**config.mk**
```make
export PLATFORM = sky130hd
export DESIGN_NAME = alu_flag_stage
export DESIGN_NICKNAME = d
export VERILOG_FILES = /design/src/rtl/alu_flag_stage.sv
export SDC_FILE = /design/constraint.sdc
export NUM_CORES = 1
export LEC_CHECK = 0
export ABC_AREA = 1
export BUFFER_PORTS_ARGS = -buffer_cell sky130_fd_sc_hd__buf_2
export CAP_MARGIN = 20
export CORE_MARGIN = 5
export CORE_UTILIZATION = 55
export DETAILED_ROUTE_END_ITERATION = 8
export PLACE_DENSITY = 0.77
export REMOVE_ABC_BUFFERS = 1
export SYNTH_ARGS = -nofsm -noshare
export SYNTH_HDL_FRONTEND = slang
export SYNTH_SLANG_ARGS = --single-unit
```
**constraint.sdc**
```tcl
create_clock -name clk -period 4.55 [get_ports clk]
set_clock_uncertainty 0.15 [all_clocks]
set_input_delay 0.6825 -clock clk [delete_from_list [all_inputs] [get_ports clk]]
set_output_delay 0.6825 -clock clk [all_outputs]
set_load 0.005 [all_outputs]
```
**src/rtl/alu_flag_stage.sv**
```systemverilog
// alu_flag_stage: registered ARM data-processing ALU stage with NZCV flag register.
// Takes operand 2 and the shifter carry from the barrel shifter and combines them
// with Rn. The result goes into a one-entry valid/ready output register with
// 1-cycle latency. The flags C bit is fed back to the shifter as Carry_flag.
// Ports:
//   clk, rst_n                         clock, synchronous active-low reset
//   in_valid / in_ready                upstream handshake (in_ready is combinational)
//   ALU_OP, S_bit                      opcode, flag-update enable
//   Rn_Data, Shift_Out, Shift_Carry_Out operands A, B and shifter carry
//   out_valid / out_ready              downstream handshake
//   ALU_Out, Result_Write              registered result and writeback enable
//   NZCV, Carry_flag                   flag register and its C bit
module alu_flag_stage #(
  parameter int unsigned DATA_W = 32
) (
  input  logic              clk,
  input  logic              rst_n,
  input  logic              in_valid,
  output logic              in_ready,
  input  logic [3:0]        ALU_OP,
  input  logic              S_bit,
  input  logic [DATA_W-1:0] Rn_Data,
  input  logic [DATA_W-1:0] Shift_Out,
  input  logic              Shift_Carry_Out,
  output logic              out_valid,
  input  logic              out_ready,
  output logic [DATA_W-1:0] ALU_Out,
  output logic              Result_Write,
  output logic [3:0]        NZCV,
  output logic              Carry_flag
);

  localparam int unsigned SUM_W = DATA_W + 1;
  localparam int unsigned MSB   = DATA_W - 1;

  localparam logic [3:0] OP_AND = 4'h0;
  localparam logic [3:0] OP_EOR = 4'h1;
  localparam logic [3:0] OP_SUB = 4'h2;
  localparam logic [3:0] OP_RSB = 4'h3;
  localparam logic [3:0] OP_ADD = 4'h4;
  localparam logic [3:0] OP_ADC = 4'h5;
  localparam logic [3:0] OP_SBC = 4'h6;
  localparam logic [3:0] OP_RSC = 4'h7;
  localparam logic [3:0] OP_TST = 4'h8;
  localparam logic [3:0] OP_TEQ = 4'h9;
  localparam logic [3:0] OP_CMP = 4'hA;
  localparam logic [3:0] OP_CMN = 4'hB;
  localparam logic [3:0] OP_ORR = 4'hC;
  localparam logic [3:0] OP_MOV = 4'hD;
  localparam logic [3:0] OP_BIC = 4'hE;
  localparam logic [3:0] OP_MVN = 4'hF;

  logic              out_valid_q, out_valid_d;
  logic [DATA_W-1:0] alu_out_q, alu_out_d;
  logic              result_write_q, result_write_d;
  logic [3:0]        nzcv_q, nzcv_d;

  logic              accept;
  logic              is_arith;
  logic [DATA_W-1:0] add_x, add_y;
  logic              add_cin;
  logic [SUM_W-1:0]  sum;
  logic [DATA_W-1:0] res;
  logic              flag_n, flag_z, flag_c, flag_v;

  assign in_ready = !out_valid_q || out_ready;
  assign accept   = in_valid && in_ready;

  // Adder operand selection; reverse-subtracts swap A/B, subtracts invert the subtrahend
  always_comb begin
    is_arith = 1'b0;
    add_x    = '0;
    add_y    = '0;
    add_cin  = 1'b0;
    case (ALU_OP)
      OP_ADD, OP_CMN: begin is_arith = 1'b1; add_x = Rn_Data;   add_y = Shift_Out;  add_cin = 1'b0;      end
      OP_ADC:         begin is_arith = 1'b1; add_x = Rn_Data;   add_y = Shift_Out;  add_cin = nzcv_q[1]; end
      OP_SUB, OP_CMP: begin is_arith = 1'b1; add_x = Rn_Data;   add_y = ~Shift_Out; add_cin = 1'b1;      end
      OP_SBC:         begin is_arith = 1'b1; add_x = Rn_Data;   add_y = ~Shift_Out; add_cin = nzcv_q[1]; end
      OP_RSB:         begin is_arith = 1'b1; add_x = Shift_Out; add_y = ~Rn_Data;   add_cin = 1'b1;      end
      OP_RSC:         begin is_arith = 1'b1; add_x = Shift_Out; add_y = ~Rn_Data;   add_cin = nzcv_q[1]; end
      default: ;
    endcase
    sum = {1'b0, add_x} + {1'b0, add_y} + SUM_W'(add_cin);
  end

  // Result mux and flag computation
  always_comb begin
    res = sum[MSB:0];
    case (ALU_OP)
      OP_AND, OP_TST: res = Rn_Data & Shift_Out;
      OP_EOR, OP_TEQ: res = Rn_Data ^ Shift_Out;
      OP_ORR:         res = Rn_Data | Shift_Out;
      OP_MOV:         res = Shift_Out;
      OP_BIC:         res = Rn_Data & ~Shift_Out;
      OP_MVN:         res = ~Shift_Out;
      default: ;
    endcase
    flag_n = res[MSB];
    flag_z = (res == '0);
    // Logical ops take C from the shifter and leave V alone
    flag_c = is_arith ? sum[DATA_W] : Shift_Carry_Out;
    flag_v = is_arith ? ((add_x[MSB] == add_y[MSB]) && (res[MSB] != add_x[MSB])) : nzcv_q[0];
  end

  // Next-state for the output register and flags
  always_comb begin
    out_valid_d    = out_valid_q;
    alu_out_d      = alu_out_q;
    result_write_d = result_write_q;
    nzcv_d         = nzcv_q;
    if (accept) begin
      out_valid_d    = 1'b1;
      alu_out_d      = res;
      // TST/TEQ/CMP/CMN occupy opcodes 8..B
      result_write_d = (ALU_OP[3:2] != 2'b10);
      if (S_bit) nzcv_d = {flag_n, flag_z, flag_c, flag_v};
    end else if (out_ready) begin
      out_valid_d = 1'b0;
    end
  end

  always_ff @(posedge clk) begin
    if (!rst_n) begin
      out_valid_q    <= 1'b0;
      alu_out_q      <= '0;
      result_write_q <= 1'b0;
      nzcv_q         <= 4'b0000;
    end else begin
      out_valid_q    <= out_valid_d;
      alu_out_q      <= alu_out_d;
      result_write_q <= result_write_d;
      nzcv_q         <= nzcv_d;
    end
  end

  assign out_valid    = out_valid_q;
  assign ALU_Out      = alu_out_q;
  assign Result_Write = result_write_q;
  assign NZCV         = nzcv_q;
  assign Carry_flag   = nzcv_q[1];

endmodule

```
# Yosys cells after proc, flatten, opt, wreduce, memory -nomap -nowiden
# Cells that the tools add are included.
# W data, S select, Z words.
[word_totals] regBits=38 inputBits=74
[op_classes] muxes=8 n_bitwise=6 n_eq_ne=18 reduce_logical=18 add_sub_neg=2
[ops] operator="$pmux W32 S6" n=1
[ops] operator="$pmux W32 S3" n=1
[ops] operator="$and A32 B32 Y32" n=2
[ops] operator="$not A32 Y32" n=2
[ops] operator="$pmux W32 S2" n=1
[ops] operator="$add A32 B32 Y33" n=1
[ops] operator="$add A33 B1 Y33" n=1
[ops] operator="$eq A4 B4 Y1 const B" n=8
[ops] operator="$logic_not A32 Y1" n=1
[ops] operator="$or A32 B32 Y32" n=1
[ops] operator="$xor A32 B32 Y32" n=1
[ops] operator="$eq A4 B3 Y1 const B" n=4
[ops] operator="$reduce_or A3 Y1" n=4
[ops] operator="$eq A4 B2 Y1 const B" n=2
[ops] operator="$reduce_or A8 Y1" n=1
[ops] operator="$reduce_or A2 Y1" n=3
[ops] operator="$reduce_or A6 Y1" n=1
[ops] operator="$eq A4 B1 Y1 const B" n=1
[ops] operator="$logic_not A4 Y1" n=1
[ops] operator="$mux W1" n=4
[ops] operator="$reduce_and A3 Y1" n=1
[ops] operator="$logic_and A1 B1 Y1" n=2
[ops] operator="$ne A2 B2 Y1 const B" n=1
[ops] operator="$pmux W1 S2" n=1
[ops] operator="other kinds (6)" n=6

# Longest topological paths before layout
[depth] word_depth=8 mapped_depth=25 depth_no_buf=24

# Worst setup path after synthesis
# OpenSTA, ideal clock, no wires.
[synth_path] path_type="input port to flip-flop" startpoint="input ALU_OP[2]" endpoint="register nzcv_q[2] (netlist: NZCV[2])" t_arrival_ps=3504 cell_stages=24 setup_ps=67 t_required_ps=4333 path_slack_ps=828 cell_sequence="inv_2 > nand2_1 > o21ai_1 > clkbuf_1 > a21oi_1 > fa_1 > inv_1 > fa_1 > nand2_1 > nand2_1 > nand3_1 > nand2_1 > nand2_1 > nand2_1 > nand3_1 > nand2_1 > nand2_1 > nand3_1 > nand2_1 > inv_1 > nand2_1 > nor2_1 > nand3_1 > a21oi_2"
[synth_between] elab_chain_len=7 word_cells_on_any_way=31 classes_between="2 x add/sub; 15 x eq/ne; 4 x mux; 10 x reduce/logical"
[synth_rtl] item="start, declared" line_no="20" rtl="input logic [3:0] ALU_OP,"
[synth_rtl] item="$eq A4 B3 Y1 (tied with other cells)" line_no="75" rtl="case (ALU_OP)"
[synth_rtl] item="$reduce_or A6 Y1 (no line) (tied with other cells)"
[synth_rtl] item="$pmux W32 S2 / $pmux W32 S3 (equally long branches)" line_no="75"
[synth_rtl] item="$add A32 B32 Y33" line_no="84" rtl="sum = {1'b0, add_x} + {1'b0, add_y} + SUM_W'(add_cin);"
[synth_rtl] item="$add A33 B1 Y33" line_no="84"
[synth_rtl] item="$pmux W32 S6 *" line_no="90" rtl="case (ALU_OP)"
[synth_rtl] item="$logic_not A32 Y1 *" line_no="100" rtl="flag_z = (res == '0);"
[synth_rtl] item="end signal, assigned" line_no="133" rtl="nzcv_q <= nzcv_d;"
[synth_rtl] item="end, declared" line_no="56" rtl="logic [3:0] nzcv_q, nzcv_d;"
# Every way passes the cells marked *; elsewhere a longest branch is shown, timed or not.
# A chain may end at the register's enable or synchronous reset.

# Final worst setup path
[layout_path] startpoint="input ALU_OP[0]" endpoint="register nzcv_q[2] (netlist: NZCV[2])"
# Same word-level chain as after synthesis.

==> qor.yml <==
status: "complete, no violations"
cts_setup_buffers: 0
ant_nets: 0
antenna_found_initial: 0
slew_headroom: 0.335
cts_tree: "done"
finalHoldViolCount: 0
placed_cells: 1580
gp_congestion: 1.01
worst_pin_slew_ps: 995
vias_per_cell: 5.54
ys_ff_latch: 38
power.density_nw_per_um2: 197
final_nets: 1554
fin_crit_sh: 0.847
io_pins: 114
startpoint_type: "input pin"
syn-cell-area_sq_um: 7090
fin_util: 0.631
crit_required_ps: 4610
coreArea_sq_um: 12600
ys_seq_area_frac: 0.107
yosysWarnings: 0
drv_slew: 0
max_freq_mhz: 259
clockBufferDepth: 2
firstDrtPassIters: 5
crit_type: "input pin to flop"
synth.avg_cell_area_sq_um: 5.36
cts_buffers: 5
synthDistinctLibCells: 39
n_antenna_cell: 0
final-instance-count-excl-fill: 1588
hold_buffers: 0
crit_path_end_kind: "flop"
die_x_microns: 124
crit_arrival_ps: 3920
drt_iter0_drc: 894
dieArea_sq_um: 15300
hp-class: "flop to flop"
cts-root-buf: "clkbuf_16"
cts.repair.resized: 0
grt.overflow.total: 0
drive_gt1_frac: 0.109
synthCells: 1324
p_leak_nw: 4.58
portBuffers: 113
htreeDepth: 2
grt.total_usage: 0.301
grt_setup_unrepaired: "false"
critPathMaxFanout: 31
maxCapViolCount: 0
area_delta_synth_final_pct: 12.2
clkLatencyLatePin_ps: 280
peakVddDrop_v: 0.000138
period_minus_slack_ps: 3860
grt_pass1_vias: 7560
final-setup-viol-count: 0
post-dp-hpwl_microns: 18300
clkSinkCount: 38
grt_pass1_wl_microns: 36900
grt_max_degree: 38
start_util: 0.562
die_h_microns: 124
vias: 8799
clk_pin_slew_ps: 50
drt-total-wl_microns: 23500
post-route-drc-count: 0
wl_per_cell_microns: 14.8
placementRows: 41
-- Yosys cell counts (all sizes together) --
master | instances | area [sq um]
a311oi | 5 | 43.8
nor2 | 140 | 548
o21bai | 2 | 15.0
o211ai | 7 | 52.6
a31oi | 2 | 12.5
a211oi | 2 | 15.0
and2 | 2 | 12.5
o221ai | 31 | 272
nor4 | 1 | 6.26
o31ai | 2 | 15.0
dfxtp | 38 | 761
fa | 2 | 40.0
nand3b | 11 | 82.6
clkinv | 1 | 5.00
inv | 230 | 863
xor2 | 20 | 175
ha | 63 | 788
buf | 21 | 125
o41ai | 2 | 17.5
a2bb2oi | 1 | 8.76
a21oi | 46 | 234
nor3 | 22 | 110
a221oi | 1 | 8.76
o21ai | 67 | 335
o22ai | 32 | 200
o2111ai | 8 | 70.1
nand3 | 87 | 435
or2 | 2 | 12.5
nand4 | 12 | 75.1
nand2 | 438 | 1650
clkbuf | 26 | 97.6
-- power by group --
| group | internal (W) | leakage (nW) | switching [W] |
|---|---|---|---|
| combinational | 0.000276 | 4.19 | 0.000526 |
| clock | 0.000259 | 0.0781 | 0.000126 |
| sequential | 0.000363 | 0.314 | 0.0000141 |
| total | 0.000898 | 4.58 | 0.000666 |
-- worst max-delay path: stages --
cell	delay [ps]
buf_2	140
nand2_1	190
o21ai_2	140
nor2_2	110
buf_4	380
o22ai_1	130
ha_1	370
or2_2	330
nand3_1	110
nand2_1	150
nand2_1	120
nand2_1	90
nand2_1	100
nand3_1	80
nand2_1	60
nand2_1	50
a21oi_1	250
nand2_1	90
nor2_1	130
nand3_1	100
a21oi_2	110
-- routing by layer --
layer | GRT usage | routed length (microns) | vias to the layer above
met5 | 0 | 0 | -
met4 | 0.0865 | 522 | 0
met3 | 0.0371 | 2200 | 50
met2 | 0.480 | 10200 | 388
met1 | 0.424 | 10600 | 3900
li1 | - | - | 4461
-- through the flow --
step                cell area (sq um)  setup slack (ps)  TNS (ps)  hold WS (ps)  total power, W
floorplan                        6870              -561     -6200           320        0.000899
global placement                 7800               477         0           325         0.00115
detailed placement               7800               447         0           315         0.00117
CTS                              7960               717         0           324         0.00155
global route                     7960               423         0           346         0.00168
finish                           7960               694         0           326         0.00156
-- cell usage in the layout, fill, tap and decap left out, types with 32 or more instances in the layout --
| cell type | count |
|---|---|
| a21oi_1 | 45 |
| buf_2 | 113 |
| dfxtp_1 | 38 |
| ha_1 | 63 |
| inv_1 | 227 |
| nand2_1 | 434 |
| nand3_1 | 87 |
| nor2_1 | 134 |
| o21ai_0 | 66 |
| o22ai_1 | 32 |
-- cell families after synthesis --
family                     share of synthesized area
adders and majority gates                      0.117
buffers and inverters                          0.154
AOI/OAI and AO/OA                              0.183
and+or+nand+nor                                0.414
DFF                                            0.107
xor gates and xnor gates                      0.0247
-- worst paths after layout --
check,from,to,slack (ps),cells past startpoint
worst max-delay path,ALU_OP[0],NZCV[2],690,21
worst min-delay path,NZCV[2],NZCV[2],330,2
worst max register to register,NZCV[1],NZCV[2],1230,20
worst min register to register,NZCV[2],NZCV[2],330,2
-- final cells by class --
class                           instances  area [sq um]
Fill cell                            1331          4660
Clock buffer                            7           133
Timing Repair Buffer                  131           701
Tap cell                              172           215
Sequential cell                        38           761
Clock inverter                          1          30.0
Multi-Input combinational cell       1008          5250
Inverter                              231           868
-- registers in the layout, summed over array words and instances (netlist names) --
| register | flops |
|---|---|
| out_valid | 1 |
| Result_Write | 1 |
| NZCV | 4 |
| ALU_Out | 32 |
(Power assumes the default switching activity.)
